==> config.mk <==
export PLATFORM = sky130hd
export DESIGN_NAME = mesh_pipe_credit_rx
export DESIGN_NICKNAME = d
export VERILOG_FILES = /design/src/rtl/mesh_pipe_pkg.sv /design/src/rtl/mesh_rx_ram.sv /design/src/rtl/mesh_pipe_credit_rx.sv
export SDC_FILE = /design/constraint.sdc
export NUM_CORES = 1
export LEC_CHECK = 0
export CAP_MARGIN = 20
export CELL_PAD_IN_SITES_DETAIL_PLACEMENT = 0
export CELL_PAD_IN_SITES_GLOBAL_PLACEMENT = 1
export CORE_ASPECT_RATIO = 1.1
export CORE_MARGIN = 2
export CORE_UTILIZATION = 55
export CTS_BUF_LIST = sky130_fd_sc_hd__clkbuf_16
export DETAILED_ROUTE_END_ITERATION = 16
export DONT_BUFFER_PORTS = 1
export GPL_TIMING_DRIVEN = 0
export PLACE_DENSITY = 0.86
export RECOVER_POWER = 50
export SKIP_CTS_REPAIR_TIMING = 1
export SYNTH_ARGS = -nofsm -noshare
export SYNTH_HDL_FRONTEND = slang
export SYNTH_SLANG_ARGS = --single-unit
==> constraint.sdc <==
create_clock -name clock -period 4 [get_ports clock]
set_clock_uncertainty 0.1 [all_clocks]
set_input_delay 0.8 -clock clock [delete_from_list [all_inputs] [get_ports clock]]
set_output_delay 0.8 -clock clock [all_outputs]
set_load 0.02 [all_outputs]
==> src/rtl/mesh_pipe_pkg.sv <==
// Shared helpers for mesh pipe endpoints: address sizing and the minimum
// receive buffer depth needed to cover the credit round trip.
package mesh_pipe_pkg;

  // Ceiling log2; returns 0 for values <= 1.
  function automatic int clog2(input int value);
    int r;
    r = 0;
    while ((1 << r) < value) begin
      r = r + 1;
    end
    return r;
  endfunction

  // A word leaves the sender, crosses the forward pipe, is registered here,
  // popped, turned into a registered credit and carried back by the reverse
  // pipe. Every cycle of that loop needs one buffer entry for full rate.
  function automatic int min_rx_depth(input int fwd_depth, input int rev_depth);
    return fwd_depth + rev_depth + 2;
  endfunction

endpackage

==> src/rtl/mesh_rx_ram.sv <==
// Simple dual-port storage for the receive FIFO: one synchronous write port,
// one asynchronous read port, no reset on the array.
module mesh_rx_ram
  import mesh_pipe_pkg::*;
#(
  parameter int WIDTH      = 8,
  parameter int DEPTH      = 4,
  parameter int ADDR_WIDTH = clog2(DEPTH)
) (
  input  logic                  clock,
  input  logic                  wr_en,
  input  logic [ADDR_WIDTH-1:0] wr_addr,
  input  logic [WIDTH-1:0]      wr_data,
  input  logic [ADDR_WIDTH-1:0] rd_addr,
  output logic [WIDTH-1:0]      rd_data
);

  logic [WIDTH-1:0] mem [DEPTH];

  // Write port: store the accepted word at the write pointer.
  always_ff @(posedge clock) begin
    if (wr_en) begin
      mem[wr_addr] <= wr_data;
    end
  end

  // Asynchronous read keeps the head visible in the same cycle the pointer moves.
  assign rd_data = mem[rd_addr];

endmodule

==> src/rtl/mesh_pipe_credit_rx.sv <==
// Receiving endpoint of a mesh pipe link. Absorbs every arriving word into a
// FIFO, presents the head to the consumer and returns one credit per pop.
//
// Handshake: out_valid/out_ready follow strict valid/ready rules. out_valid
// depends only on registered occupancy, never on out_ready; a transfer happens
// on any rising clock edge where both are high. in_valid has no ready: a word
// that arrives when the FIFO is full and nothing pops is lost and flagged.
module mesh_pipe_credit_rx
  import mesh_pipe_pkg::*;
#(
  parameter int WIDTH          = 8,
  parameter int DEPTH          = 4,
  parameter int FWD_PIPE_DEPTH = 1,
  parameter int REV_PIPE_DEPTH = 1
) (
  input  logic                          clock,
  input  logic                          reset_n,
  input  logic                          in_valid,
  input  logic [WIDTH-1:0]              in_data,
  output logic                          out_valid,
  input  logic                          out_ready,
  output logic [WIDTH-1:0]              out_data,
  output logic                          credit_out,
  output logic [clog2(DEPTH):0]         count,
  output logic                          overflow
);

  localparam int ADDR_WIDTH = clog2(DEPTH);
  localparam logic [ADDR_WIDTH-1:0] last_ptr   = ADDR_WIDTH'(DEPTH - 1);
  localparam logic [ADDR_WIDTH:0]   full_count = (ADDR_WIDTH + 1)'(DEPTH);
  localparam logic [ADDR_WIDTH:0]   one_count  = (ADDR_WIDTH + 1)'(1);

  // A buffer too shallow for the credit loop cannot sustain full rate; refuse to build.
  if (WIDTH < 1 || DEPTH < 2 ||
      DEPTH < min_rx_depth(FWD_PIPE_DEPTH, REV_PIPE_DEPTH)) begin : g_bad_params
    $error("mesh_pipe_credit_rx: DEPTH %0d too small for pipe depths %0d+%0d",
           DEPTH, FWD_PIPE_DEPTH, REV_PIPE_DEPTH);
  end

  logic [ADDR_WIDTH-1:0] wr_ptr;
  logic [ADDR_WIDTH-1:0] rd_ptr;
  logic                  push;
  logic                  pop;
  logic                  drop;

  // Transfer decisions: a full FIFO still accepts a word if the head leaves this cycle.
  always_comb begin
    pop  = out_valid && out_ready;
    push = in_valid && ((count < full_count) || pop);
    drop = in_valid && !push;
  end

  assign out_valid = (count != '0);

  // Pointers wrap explicitly so non-power-of-two depths work.
  always_ff @(posedge clock or negedge reset_n) begin
    if (!reset_n) begin
      wr_ptr <= '0;
      rd_ptr <= '0;
    end else begin
      if (push) begin
        wr_ptr <= (wr_ptr == last_ptr) ? '0 : wr_ptr + ADDR_WIDTH'(1);
      end
      if (pop) begin
        rd_ptr <= (rd_ptr == last_ptr) ? '0 : rd_ptr + ADDR_WIDTH'(1);
      end
    end
  end

  // Occupancy: simultaneous push and pop leave it unchanged.
  always_ff @(posedge clock or negedge reset_n) begin
    if (!reset_n) begin
      count <= '0;
    end else begin
      case ({push, pop})
        2'b10:   count <= count + one_count;
        2'b01:   count <= count - one_count;
        default: count <= count;
      endcase
    end
  end

  // One credit per consumed word, one cycle later; dropped words never earn one.
  always_ff @(posedge clock or negedge reset_n) begin
    if (!reset_n) begin
      credit_out <= 1'b0;
    end else begin
      credit_out <= pop;
    end
  end

  // Sticky flag: a drop means the sender broke the credit contract.
  always_ff @(posedge clock or negedge reset_n) begin
    if (!reset_n) begin
      overflow <= 1'b0;
    end else if (drop) begin
      overflow <= 1'b1;
    end
  end

  mesh_rx_ram #(
    .WIDTH      (WIDTH),
    .DEPTH      (DEPTH),
    .ADDR_WIDTH (ADDR_WIDTH)
  ) u_ram (
    .clock   (clock),
    .wr_en   (push),
    .wr_addr (wr_ptr),
    .wr_data (in_data),
    .rd_addr (rd_ptr),
    .rd_data (out_data)
  );

endmodule

==> results of run 1 <==
-- worst paths after layout --
check | endpoint | slack (ps) | from | cells past startpoint
setup / recovery | out_data[0] | 1580 | rd_ptr[1] | 2
hold / removal | wr_ptr[0] | 110 | reset_n | 0
min in group clock | u_ram.mem[0][7] | 510 | in_data[7] | 0
hold reg to reg | overflow | 530 | overflow | 1
setup reg to reg | count[2] | 1700 | count[1] | 9
max in group asynchronous | rd_ptr[1] | 3620 | reset_n | 0
-- cells by family (layout without fill, tap and decap cells) --
logic type	after synthesis	in the layout	share of synthesized area [%]
DFF	41	41	71.12
and+or+nand+nor	13	13	4.876
muxes	11	11	13.20
buffers and inverters	10	18	2.476
adders and majority gates	7	7	5.701
AOI/OAI and AO/OA	3	3	1.050
xor gates and xnor gates	3	3	1.576
-- per-layer routing --
metal | vias up | routed length (µm) | GRT usage [%] | part of all wire (%)
met1 | 373 | 948 | 18.90 | 39
met5 | - | 0 | 0 | 0
met4 | 0 | 47 | 9.184 | 2.0
li1 | 343 | - | - | -
met3 | 5 | 193 | 8.489 | 8.0
met2 | 22 | 1215 | 27.24 | 51
-- layout by cell type, fill, tap and decap left out --
master     synthesis  final
nand2b_1           1      1
xor2_1             2      2
nor2_1             3      3
dfrtp_1            9      9
fa_1               1      1
buf_4              1      1
mux4_2             8      8
or3_1              0      1
ha_1               6      6
xnor2_1            1      1
nand2_1            0      1
o21bai_1           1      1
and2_0             0      1
mux2i_1            1      1
inv_1              8     11
mux2_4             2      1
nand3_1            2      2
o21ai_0            2      2
clkbuf_16          0      5
edfxtp_1          32     32
and3_1             4      4
mux2_1             0      1
clkbuf_1           1      1
-- worst max-delay path, delay by kind of cell, from the launching register on --
family	cells	cell delay [ps]
DFF	1	340
muxes	1	480
buffers and inverters	1	430
-- registers in the layout (all words and copies together) (netlist names) --
| name | cells |
|---|---|
| wr_ptr | 2 |
| credit_out | 1 |
| rd_ptr | 2 |
| count | 3 |
| u_ram.mem | 32 |
| overflow | 1 |
-- stage by stage --
step / power (mW) / cells
after floorplan: 0.9939 / 88
after global placement: 1.052 / 121
after detailed placement: 1.067 / 121
after CTS: 1.438 / 129
after global routing: 1.487 / 129
final: 1.403 / 129
-- Yosys cell counts (2+ instances only) --
| library cell | n | area (µm²) |
|---|---|---|
| dfrtp_1 | 9 | 225.2 |
| mux4_2 | 8 | 180.2 |
| and3_1 | 4 | 25.02 |
| xor2_1 | 2 | 17.52 |
| ha_1 | 6 | 75.07 |
| edfxtp_1 | 32 | 960.9 |
| inv_1 | 8 | 30.03 |
| o21ai_0 | 2 | 10.01 |
| mux2_4 | 2 | 30.03 |
| nor2_1 | 3 | 11.26 |
| nand3_1 | 2 | 10.01 |
-- power breakdown --
part	internal [mW]	switching (mW)	total (mW)
Clock	0.224	0.140	0.363
Combinational	0.169	0.244	0.413
Sequential	0.559	0.0671	0.627
-- area by class of cell --
| type | instances | area, µm² | area share, % |
|---|---|---|---|
| inverters | 8 | 30.03 | 1.642 |
| well taps | 33 | 41.29 | 2.257 |
| clock inverters | 3 | 11.26 | 0.6156 |
| multi-input cells | 37 | 424.2 | 23.19 |
| clock buffers | 5 | 125.1 | 6.840 |
| flip-flops and latches | 41 | 1186 | 64.84 |
| plain buffers | 2 | 11.26 | 0.6156 |
==> flow_metrics.env, run 1 <==
export IMPL_grt_first_pass_wirelength_um=4008
export IMPL_drt_wirelength_per_cell_um=18.64
export IMPL_p_leak_nw=0.6968
export IMPL_synth_yosys_seq_area_share_pct=71.12
export IMPL_mapped_nets=107
export IMPL_std_cell_rows=20
export IMPL_final_core_utilization_pct=64.69
export IMPL_fin_crit_sh_pct=60.61
export IMPL_overflow=0
export IMPL_period_minus_slack_ps=2425
export IMPL_cts_path_max_buffers=2
export IMPL_report_final_hold_viol_count=0
export IMPL_dpl_hpwl_um=1619
export IMPL_placement_cell_area_um2=1709
export IMPL_path_class="register to output pin"
export IMPL_post_synth_inst_count=88
export IMPL_timing_critical_path_slowest_cell_delay_ps=480
export IMPL_dr_pass1_iters=3
export IMPL_cell_variety_after_synth=21
export IMPL_cts_max_level=2
export IMPL_placeableCoreArea_um2=2828
export IMPL_hold_class="input pin to async pin"
export IMPL_ys_flop_type="edfxtp_1"
export IMPL_cts_num_sinks=41
export IMPL_worstPathRequired_ps=3100
export IMPL_syn_avg_cell_area_um2=18.95
export IMPL_design_final_nets=114
export IMPL_floorplan_initialDensity_pct=58.98
export IMPL_number_of_flip_flops_and_latches_in_the_synthesized_netlist=41
export IMPL_critPathMaxFanout=9
export IMPL_clk_pin_slew_worst_paths_ps=50
export IMPL_antenna_found_initial=0
export IMPL_worst_hold_slack_ps=111.9
export IMPL_synth_enable_flop_cells=32
export IMPL_antennaDiodeCount=0
export IMPL_drt_iter0_markers=14
export IMPL_maxSlewViolCount=0
export IMPL_async_flop_share_pct=21.95
export IMPL_crit_chain="clkbuf_1 > mux4_2"
export IMPL_areal_power_density_over_the_cells_nw_per_um2=767.1
export IMPL_syn_to_final_growth_pct=9.677
export IMPL_clock_buffers_created_by_tritoncts=5
export IMPL_die_width_um=56.51
export IMPL_crit_path_capture_type="output pin"
export IMPL_drc_violations=0
export IMPL_critPathArrivalTime_ps=1520
export IMPL_slowest_cell_on_crit_path="mux4_2"
export IMPL_clock_insertion_delay_worst_skew_ps=280
export IMPL_grt_setup_unrepaired="false"
export IMPL_dieArea_um2=3489
export IMPL_largest_net_degree_at_the_start_of_global_routing=12
export IMPL_final_setup_viol_count=0
export IMPL_ant_nets=0
export IMPL_fmax_mhz=412.4
export IMPL_vias=743
export IMPL_synthesis_yosys_warnings=0
export IMPL_clock_tree_from_tritoncts="done"
export IMPL_tightest_slew_ps=543.7
export IMPL_worst_slack_ps=1575
export IMPL_final_fill_count=203
export IMPL_aggregate_global_route_resource_usage_pct=16.95
export IMPL_total_routed_length_um=2404
export IMPL_slew_headroom_pct=63.76
export IMPL_ioPinCount=26
export IMPL_chip_height_um=61.76
export IMPL_fin_area_um2=1829
export IMPL_vias_in_the_first_global_route=805
export IMPL_post_place_ws_ps=1457
export IMPL_max_cap_viol_count=0
export IMPL_clockRootBuffer="clkbuf_16"
export IMPL_outcome="finished clean"
export IMPL_peakVddDrop_v=0.0005672
export IMPL_io_buffer_count=0
export IMPL_final_tns_setup_ps=0
export IMPL_crit_path_start_kind="register"
export IMPL_final_layout_size_suffix_gt1_share_pct=15.63
export IMPL_place_congestion=0.6110
export IMPL_number_of_vias_per_cell=5.760
export IMPL_syn_area_um2=1668
(Power assumes the default switching activity.)
==> run 2: changes to the inputs <==
--- a/config.mk
+++ b/config.mk
@@ -5,17 +5,18 @@
 export SDC_FILE = /design/constraint.sdc
 export NUM_CORES = 1
 export LEC_CHECK = 0
+export ABC_AREA = 1
 export CAP_MARGIN = 20
 export CELL_PAD_IN_SITES_DETAIL_PLACEMENT = 0
 export CELL_PAD_IN_SITES_GLOBAL_PLACEMENT = 1
 export CORE_ASPECT_RATIO = 1.1
 export CORE_MARGIN = 2
-export CORE_UTILIZATION = 55
+export CORE_UTILIZATION = 44
 export CTS_BUF_LIST = sky130_fd_sc_hd__clkbuf_16
 export DETAILED_ROUTE_END_ITERATION = 16
 export DONT_BUFFER_PORTS = 1
 export GPL_TIMING_DRIVEN = 0
-export PLACE_DENSITY = 0.86
+export PLACE_DENSITY = 0.79
 export RECOVER_POWER = 50
 export SKIP_CTS_REPAIR_TIMING = 1
 export SYNTH_ARGS = -nofsm -noshare
==> constraint.sdc (replaced) <==
create_clock -name clock -period 2.05 [get_ports clock]
set_clock_uncertainty 0.1 [all_clocks]
set_input_delay 0.41 -clock clock [delete_from_list [all_inputs] [get_ports clock]]
set_output_delay 0.41 -clock clock [all_outputs]
set_load 0.02 [all_outputs]
==> run 2 against run 1 <==
Against the previous run: cell area up 12%; setup slack worse by 1500 ps; largest power group unchanged; critical endpoint is now count[1]; register-to-register slack worse by 1600 ps; critical path type is now register to register; clock power up 99%; global-route usage decreased by 2.3 points.
==> flow_metrics.env, run 2 <==
export IMPL_outcome="finished clean"
export IMPL_critical_path_top_delay_family="adder cells"
export IMPL_number_of_flip_flops_and_latches_in_the_synthesized_netlist=41
export IMPL_place_congestion=0.7558
export IMPL_placeableCoreArea_um2=3964
export IMPL_vias_in_the_first_global_route=1095
export IMPL_overflow=0
export IMPL_synthTopCellsByCount="nand2_1 (37), edfxtp_1 (32), inv_1 (31)"
export IMPL_drc_violations=0
export IMPL_worst_slack_ps=112.3
export IMPL_clockRootBuffer="clkbuf_16"
export IMPL_largest_net_degree_at_the_start_of_global_routing=14
export IMPL_cell_variety_after_synth=16
export IMPL_critPathBufInv=3
export IMPL_power_switching_fraction_pct=37.83
export IMPL_drt_wirelength_per_cell_um=13.86
export IMPL_path_class="register to register"
export IMPL_final_core_utilization_pct=51.80
export IMPL_post_place_ws_ps=-128.6
export IMPL_critPathMaxFanout=4
export IMPL_largest_registers="u_ram.mem (32), count (3)"
export IMPL_period_minus_slack_ps=1938
export IMPL_slew_headroom_pct=47.20
export IMPL_peakVddDrop_v=0.0008019
export IMPL_clock_insertion_delay_worst_skew_ps=270
export IMPL_power_internal_mw=1.913
export IMPL_ys_top_cells_by_area="edfxtp_1 (53%), dfrtp_1 (12%), nand2_1 (7.7%)"
export IMPL_power_combinational_fraction_pct=36.2
export IMPL_synth_yosys_seq_area_share_pct=65.38
export IMPL_p_leak_nw=0.8462
export IMPL_total_routed_length_um=2979
export IMPL_mapped_nets=173
export IMPL_final_layout_size_suffix_gt1_share_pct=14.72
export IMPL_report_final_hold_viol_count=0
export IMPL_std_cell_rows=24
export IMPL_grt_first_pass_wirelength_um=4981
export IMPL_cts_max_level=2
export IMPL_yosysTopAreaCell="edfxtp_1"
export IMPL_antennaDiodeCount=0
export IMPL_clockPowerShare_pct=23.5
export IMPL_largest_register_ff_count=32
export IMPL_syn_to_final_growth_pct=13.17
export IMPL_final_tns_setup_ps=0
export IMPL_tightest_slew_ps=789.1
export IMPL_registers_top_by_ff_count="u_ram.mem"
export IMPL_design_final_nets=181
export IMPL_post_synth_inst_count=154
export IMPL_final_common_cell="nand2_1"
export IMPL_crit_path_capture_type="register"
export IMPL_final_setup_viol_count=0
export IMPL_worstPathRequired_ps=2140
export IMPL_syn_area_um2=1814
export IMPL_slowest_cell_on_crit_path="dfrtp_2"
export IMPL_vias=1048
export IMPL_cts_path_max_buffers=2
export IMPL_clock_buffers_created_by_tritoncts=5
export IMPL_synthesis_yosys_warnings=0
export IMPL_number_of_vias_per_cell=4.874
export IMPL_synth_top_area_share_pct=52.97
export IMPL_crit_path_start_kind="register"
export IMPL_dpl_hpwl_um=2119
export IMPL_ys_flop_type="edfxtp_1"
export IMPL_share_seq_of_total_power_pct=40.3
export IMPL_yosysMostFrequentCell="nand2_1"
export IMPL_ioPinCount=26
export IMPL_max_cap_viol_count=0
export IMPL_drt_iter0_markers=29
export IMPL_synth_enable_flop_cells=32
export IMPL_fin_crit_sh_pct=94.52
export IMPL_cts_num_sinks=41
export IMPL_die_width_um=65.23
export IMPL_syn_avg_cell_area_um2=11.78
export IMPL_crit_path_top_cell_by_count="inv_1"
export IMPL_chip_height_um=71.35
export IMPL_most_common_layout_cells="nand2_1 (36), edfxtp_1 (32), inv_1 (28), o211ai_1 (16)"
export IMPL_clock_tree_from_tritoncts="done"
export IMPL_crit_chain="inv_4 > nand3_4 > nand2_2 > inv_1 > ha_2 > inv_1 > fa_2 > o21ai_0"
export IMPL_hold_class="input pin to register"
export IMPL_areal_power_density_over_the_cells_nw_per_um2=1499
export IMPL_antenna_found_initial=0
export IMPL_ant_nets=0
export IMPL_async_flop_share_pct=21.95
export IMPL_aggregate_global_route_resource_usage_pct=14.67
export IMPL_fin_area_um2=2053
export IMPL_critPathArrivalTime_ps=2030
export IMPL_clk_pin_slew_worst_paths_ps=60
export IMPL_io_buffer_count=0
export IMPL_post_layout_total_power_mw=3.078
export IMPL_maxSlewViolCount=0
export IMPL_fmax_mhz=516.1
export IMPL_dieArea_um2=4653
export IMPL_dr_pass1_iters=4
export IMPL_grt_setup_unrepaired="false"
export IMPL_placement_cell_area_um2=1879
export IMPL_timing_critical_path_slowest_cell_delay_ps=470
export IMPL_power_switching_mw=1.165
export IMPL_floorplan_initialDensity_pct=45.77
==> run 2: cell count changes after synthesis, moves of 2 or more <==
cell / change
nand2_1: +37
inv_1: +23
o211ai_1: +16
mux4_2: -8
buf_6: +5
and3_1: -4
nor2_1: +3
mux2_4: -2
xor2_1: -2
==> run 2: power by group through the flow <==
stage	Combinational [mW]	Clock [mW]	Sequential (mW)
global placement	1.05	0	1.24
detailed placement	1.09	0	1.25
CTS	1.10	0.741	1.23
floorplan	0.882	0	1.23
global route	1.26	0.780	1.27
finish	1.11	0.722	1.24
==> run 2: path summary, 6_finish.rpt <==
path	slack, ps	startpoint	cells after the start	to
max in group asynchronous	1150	reset_n	1	count[2]
worst max register to register	110	count[2]	8	count[1]
worst min register to register	450	wr_ptr[1]	2	wr_ptr[1]
worst min-delay path	130	in_data[1]	0	u_ram.mem[1][1]
min in group asynchronous	400	reset_n	1	wr_ptr[0]
worst max-delay path	110	count[2]	8	count[1]
==> run 2: worst register-to-register path: cells and delay by family (launching register included) <==
family	cells	cell delay, ps
compound gates	1	170
buf+inv	3	260
simple gates	2	250
flops	1	470
fa+ha+maj	2	600
==> run 2: metrics by stage <==
stage                     std cells  hold WS [ps]
after CTS                       214        -282.1
after global placement          206         14.62
after global routing            215         116.0
after detailed placement        206         14.54
final                           215         127.2
after floorplan                 154         14.41
==> run 2: routing by layer <==
metal,vias up,track usage (%),part of all wire (%)
met2,16,25.85,54
met1,501,16.27,40
met3,7,4.553,4.5
met5,-,0,0
met4,0,6.250,1.8
li1,524,-,-
==> run 2: logic make-up after synthesis <==
| family | Yosys count | synth area share, % |
|---|---|---|
| simple gates | 48 | 10.62 |
| buf+inv | 36 | 9.517 |
| fa+ha+maj | 7 | 5.241 |
| flops | 41 | 65.38 |
| compound gates | 21 | 8.759 |
| xor+xnor | 1 | 0.4828 |
==> run 2: cell type report <==
class / count / area, µm²
Fill cell: 345 / 1911
Sequential cell: 41 / 1190
Multi-Input combinational cell: 77 / 470.5
Clock buffer: 5 / 125.1
Inverter: 31 / 118.9
Tap cell: 52 / 65.06
Buffer: 5 / 56.30
Clock inverter: 3 / 17.52
Timing Repair Buffer: 1 / 10.01
